--- config.mk ---
export PLATFORM = sky130hd
export DESIGN_NAME = serial_mag_comparator
export DESIGN_NICKNAME = d
export VERILOG_FILES = /design/src/rtl/serial_mag_comparator_pkg.sv /design/src/rtl/comparator_2bit.sv /design/src/rtl/serial_mag_comparator.sv
export SDC_FILE = /design/constraint.sdc
export NUM_CORES = 1
export LEC_CHECK = 0
export ABC_AREA = 1
export CAP_MARGIN = 20
export CORE_MARGIN = 3
export CORE_UTILIZATION = 45
export CTS_CLUSTER_DIAMETER = 40
export DETAILED_ROUTE_END_ITERATION = 7
export HOLD_SLACK_MARGIN = 0.12
export PLACE_DENSITY = 0.85
export SLEW_MARGIN = 20
export SYNTH_ARGS = -nofsm -noshare
export SYNTH_HDL_FRONTEND = slang
export SYNTH_SLANG_ARGS = --single-unit
export TNS_END_PERCENT = 100
--- constraint.sdc ---
create_clock -name clk -period 1.3 [get_ports clk]
set_clock_uncertainty 0.15 [all_clocks]
set_input_delay 0.195 -clock clk [delete_from_list [all_inputs] [get_ports clk]]
set_output_delay 0.195 -clock clk [all_outputs]
set_load 0.02 [all_outputs]
--- src/rtl/serial_mag_comparator_pkg.sv ---
// Shared encodings for the serial magnitude comparator: FSM states and the
// {less, greater, equal} cascade codes passed between comparator slices.
package serial_mag_comparator_pkg;

    localparam logic StIdle = 1'b0;
    localparam logic StRun  = 1'b1;

    localparam logic [2:0] CascNoDec = 3'b000;
    localparam logic [2:0] CascLt    = 3'b100;
    localparam logic [2:0] CascGt    = 3'b010;
    localparam logic [2:0] CascEq    = 3'b001;

endpackage

--- src/rtl/comparator_2bit.sv ---
// Cascadable 2-bit unsigned magnitude comparator slice. An upstream less or
// greater decision wins; otherwise the slice decides from its own bits.
module comparator_2bit
    import serial_mag_comparator_pkg::*;
(
    input  logic lin,
    input  logic gin,
    input  logic ein,
    output logic lout,
    output logic gout,
    output logic eout,
    input  logic x1,
    input  logic x0,
    input  logic y1,
    input  logic y0
);

    logic [1:0] xv;
    logic [1:0] yv;
    logic [2:0] code;

    assign xv = {x1, x0};
    assign yv = {y1, y0};

    // ein carries no information beyond "no decision yet", so equal bits
    // always resolve to equal once lin/gin are clear.
    always_comb begin
        code = CascEq;
        if (lin) begin
            code = CascLt;
        end else if (gin) begin
            code = CascGt;
        end else if (xv < yv) begin
            code = CascLt;
        end else if (xv > yv) begin
            code = CascGt;
        end else begin
            code = ein ? CascEq : CascEq;
        end
    end

    assign {lout, gout, eout} = code;

endmodule

--- src/rtl/serial_mag_comparator.sv ---
// Sequential WIDTH-bit unsigned comparator: walks the operands MSB-first,
// two bits per cycle, through one cascaded comparator_2bit slice.
module serial_mag_comparator
    import serial_mag_comparator_pkg::*;
#(
    parameter int unsigned WIDTH = 8
) (
    input  logic             clk,
    input  logic             reset_n,
    input  logic             start,
    input  logic [WIDTH-1:0] x,
    input  logic [WIDTH-1:0] y,
    output logic             busy,
    output logic             done,
    output logic             lt,
    output logic             gt,
    output logic             eq
);

    localparam int unsigned STEPS = WIDTH / 2;
    localparam int unsigned CntW  = $clog2(STEPS) + 1;

    if (WIDTH < 2 || (WIDTH % 2) != 0) begin : g_bad_width
        $error("serial_mag_comparator: WIDTH must be even and >= 2");
    end

    logic             state_q, state_d;
    logic [WIDTH-1:0] sx_q, sx_d;
    logic [WIDTH-1:0] sy_q, sy_d;
    logic [2:0]       casc_q, casc_d;
    logic [CntW-1:0]  cnt_q, cnt_d;
    logic             done_q, done_d;
    logic [2:0]       res_q, res_d;
    logic             s_lout, s_gout, s_eout;

    comparator_2bit u_slice (
        .lin  (casc_q[2]),
        .gin  (casc_q[1]),
        .ein  (casc_q[0]),
        .lout (s_lout),
        .gout (s_gout),
        .eout (s_eout),
        .x1   (sx_q[WIDTH-1]),
        .x0   (sx_q[WIDTH-2]),
        .y1   (sy_q[WIDTH-1]),
        .y0   (sy_q[WIDTH-2])
    );

    always_comb begin
        state_d = state_q;
        sx_d    = sx_q;
        sy_d    = sy_q;
        casc_d  = casc_q;
        cnt_d   = cnt_q;
        res_d   = res_q;
        done_d  = 1'b0;
        if (state_q == StIdle) begin
            if (start) begin
                state_d = StRun;
                sx_d    = x;
                sy_d    = y;
                casc_d  = CascNoDec;
                cnt_d   = '0;
            end
        end else begin
            casc_d = {s_lout, s_gout, s_eout};
            sx_d   = sx_q << 2;
            sy_d   = sy_q << 2;
            cnt_d  = cnt_q + CntW'(1);
            if (cnt_q == CntW'(STEPS - 1)) begin
                state_d = StIdle;
                res_d   = {s_lout, s_gout, s_eout};
                done_d  = 1'b1;
            end
        end
    end

    always_ff @(posedge clk) begin
        if (!reset_n) begin
            state_q <= StIdle;
            sx_q    <= '0;
            sy_q    <= '0;
            casc_q  <= CascNoDec;
            cnt_q   <= '0;
            done_q  <= 1'b0;
            res_q   <= 3'b000;
        end else begin
            state_q <= state_d;
            sx_q    <= sx_d;
            sy_q    <= sy_d;
            casc_q  <= casc_d;
            cnt_q   <= cnt_d;
            done_q  <= done_d;
            res_q   <= res_d;
        end
    end

    assign busy         = (state_q == StRun);
    assign done         = done_q;
    assign {lt, gt, eq} = res_q;

endmodule

==> key figures <==
Timing
  – Max Clk Rate: 779 MHz
  – Slew @ Worst Pin: 0.200 ns
  – Tmin final: 1.28 ns
  – Final setup vio count: 0
  – Final Hold Fails: 0
  – Final period util: 0.987
  – RSZ-0062 raised after global routing: yes
  – Slew Limit Fails: 0
  – Worst relative slew slack: 0.867

Critical path
  – Setup crit end kind: register
  – Worst Path Arrival: 1.40 ns
  – Start of the worst register-to-register path: cnt_q[1]
  – Critical Path RT: 1.41 ns
  – Crit Path Category: register to register
  – Max stage delay on crit path: 0.36 ns
  – CP startpoint kind: register
  – R2R Setup Slk: 0.02 ns
  – CP Cell Sequence: ha_4, ha_4, or2_4, a21oi_2
  – Largest fanout on the critical path: 2
  – Number of cells on the worst reg-to-reg path: 4
  – Most frequent CP cell: ha_4
  – R2r endpoint: cnt_q[2]
  – Slowest stage cell on the critical path: dfxtp_2

Detailed routing
  – DRC: 0
  – Final WL: 2620 µm
  – Post-route ant nets: 0
  – 1st-iter DRT viols: 26
  – Routed via count: 1149
  – DR vias/cell: 5.02
  – Routed len/inst: 11.4 µm
  – Drt pass-1 iters: 4

GRT
  – Vias in the first global route: 1108
  – Largest net degree at the start of global routing: 16
  – Grt total ovfl: 0
  – GRT Util Overall: 0.164
  – First-pass GRT wire length: 4380 µm
  – Initial antenna violation count: 0

Cells and area
  – Layout cells sized above 1: 0.244
  – Filler Cell Count: 195
  – Area growth syn-to-layout: 38.8%
  – Post-route cell area: 1640 µm²
  – Sequential cell area: 526 µm²
  – Nets: 225
  – # diodes: 0
  – Multi-input gate area: 584 µm²
  – Final Non-Filler Cells: 229

Yosys
  – Post-synthesis sequential area ratio: 0.441
  – Mapped cell area: 1180 µm²
  – Synth Register Bits: 26
  – Yosys warning count: 0
  – Synth top area cells: dfxtp_1 (44%), nand2_1 (19%), inv_1 (8.3%)
  – Library cells used by synthesis: 20
  – Number of synthesized flops with an enable pin: 0
  – Cell accounting for the most synthesized area: dfxtp_1
  – Post-synth ARST share: 0
  – Post-Syn Area per Cell: 7.19 µm²
  – Top_reg_cell synth: dfxtp_1
  – Post-Syn Instances: 164
  – List of most frequent post-synthesis cells: nand2_1 (59), dfxtp_1 (26), inv_1 (26)
  – Synth Net Count: 187
  – Top-area cell type share of the netlist area: 0.441
  – Count leader, synth: nand2_1

Placement
  – Placer Congestion: 0.789
  – Instance area at placement: 1530 µm²
  – PortBufs: 23
  – Placed Instances: 224
  – Post-DP HPWL: 1960 µm

Worst hold path
  – Hold_sp: start
  – Hold Crit Class: input port to register
  – Worst hold endpoint: cnt_q[0]
  – Hold Crit Depth: 4

Power
  – VDD IR max: 0.924 mV
  – PwrDens: 1050 nW/µm²
  – P_leak: 0.793 nW

Flow run
  – Max Cap Viol: 0

Floorplanning
  – I/O pin cnt: 24
  – Initial core utilization: 0.504
  – Die Wd: 57.2 µm
  – Die area: 3270 µm²
  – # rows: 17
  – Die height: 57.2 µm
  – Area of the core: 2340 µm²

Clock network
  – Sink Count: 26
  – Clock buffer depth: 2
  – Clock Pin Slew Worst Setup and Hold Paths: 0.14 ns
  – CTS Buf Count: 3
  – Clock Latency Late Sink: 0.32 ns
  – H-tree Lvls: 1
  – CTS tree: built
  – CTS root buf: clkbuf_4

Run status
  – Status: finished, final reports clean
[per-layer routing]
| metal | up-vias | track usage | share of wire |
|---|---|---|---|
| met5 | - | 0 | 0 |
| met4 | 0 | 0.0828 | 0.021 |
| met3 | 8 | 0.0407 | 0.073 |
| met2 | 43 | 0.294 | 0.49 |
| met1 | 519 | 0.178 | 0.41 |
| li1 | 579 | - | - |
[critical path: cells and delay by family, from the launching register on]
| family | cells | cell delay, ns |
|---|---|---|
| adders and majority gates | 2 | 0.36 |
| AOI/OAI and AO/OA | 1 | 0.12 |
| and+or+nand+nor | 1 | 0.24 |
| DFF | 1 | 0.36 |
[logic make-up after synthesis]
family,count (synthesis),share of synthesized area
DFF,26,0.441
adders and majority gates,4,0.0424
AOI/OAI and AO/OA,18,0.0912
and+or+nand+nor,84,0.305
buffers and inverters,32,0.120
[through the flow]
stage	worst slack [ns]	power, mW	hold WS, ns	TNS, ns	util
final	0.0171	1.72	0.181	0	0.700
after global routing	-0.0377	1.81	0.207	-0.0758	0.700
after CTS	0.00127	1.72	0.252	0	0.696
after detailed placement	-0.302	1.16	0.298	-5.24	0.653
after global placement	-0.252	1.15	0.290	-4.28	0.653
after floorplan	0.0110	1.02	0.149	0	-
[area by class of cell]
cell class | count | area share
clock inverter | 1 | 0.0183
sequential | 26 | 0.321
inverter | 27 | 0.0619
tap | 28 | 0.0214
timing repair buffer | 38 | 0.207
clock buffer | 3 | 0.0138
multi-input combinational | 106 | 0.357
[worst max path at each step]
stage / from / to / slack [ns] / cells past startpoint
final: cnt_q[1] / cnt_q[2] / 0.02 / 4
after global routing: cnt_q[1] / res_q[0] / -0.04 / 7
after CTS: res_q[2] / lt / 0.001 / 1
after detailed placement: start / sy_q[6] / -0.30 / 8
after global placement: start / sy_q[3] / -0.25 / 6
after floorplan: busy / sx_q[4] / 0.01 / 7
[cell usage in the layout (no fill, tap or decap), types with 4 or more instances in the layout]
cell type | synthesis | routed
nand3_1 | 9 | 8
dfxtp_1 | 26 | 22
inv_2 | 1 | 4
nor2_1 | 6 | 4
dfxtp_2 | 0 | 4
inv_1 | 26 | 23
clkdlybuf4s50_1 | 0 | 17
o21ai_0 | 6 | 4
nand2_1 | 59 | 56
nand2_2 | 3 | 6
a21oi_1 | 8 | 7
buf_4 | 0 | 12
buf_2 | 3 | 5
[registers in the layout, summed over array words and instances, names as in the netlist]
| register | cells |
|---|---|
| busy | 1 |
| casc_q | 2 |
| cnt_q | 3 |
| done | 1 |
| res_q | 3 |
| sx_q | 8 |
| sy_q | 8 |
[power by group]
part           total [mW]  switching, mW  internal, mW
combinational       0.309          0.153         0.156
sequential          0.859         0.0217         0.838
clock               0.548          0.237         0.312
total                1.72          0.412          1.31
[what timing repair did]
| action | in CTS | in global routing |
|---|---|---|
| pin swaps | 2 | 2 |
| endpoints found under the hold margin | 0 | 3 |
| setup endpoints to repair | 12 | 13 |
| setup buffers | 0 | 0 |
| gates cloned | 0 | 0 |
| gates resized for setup | 28 | 14 |
| hold buffers | 0 | 1 |
(Power assumes the default switching activity.)
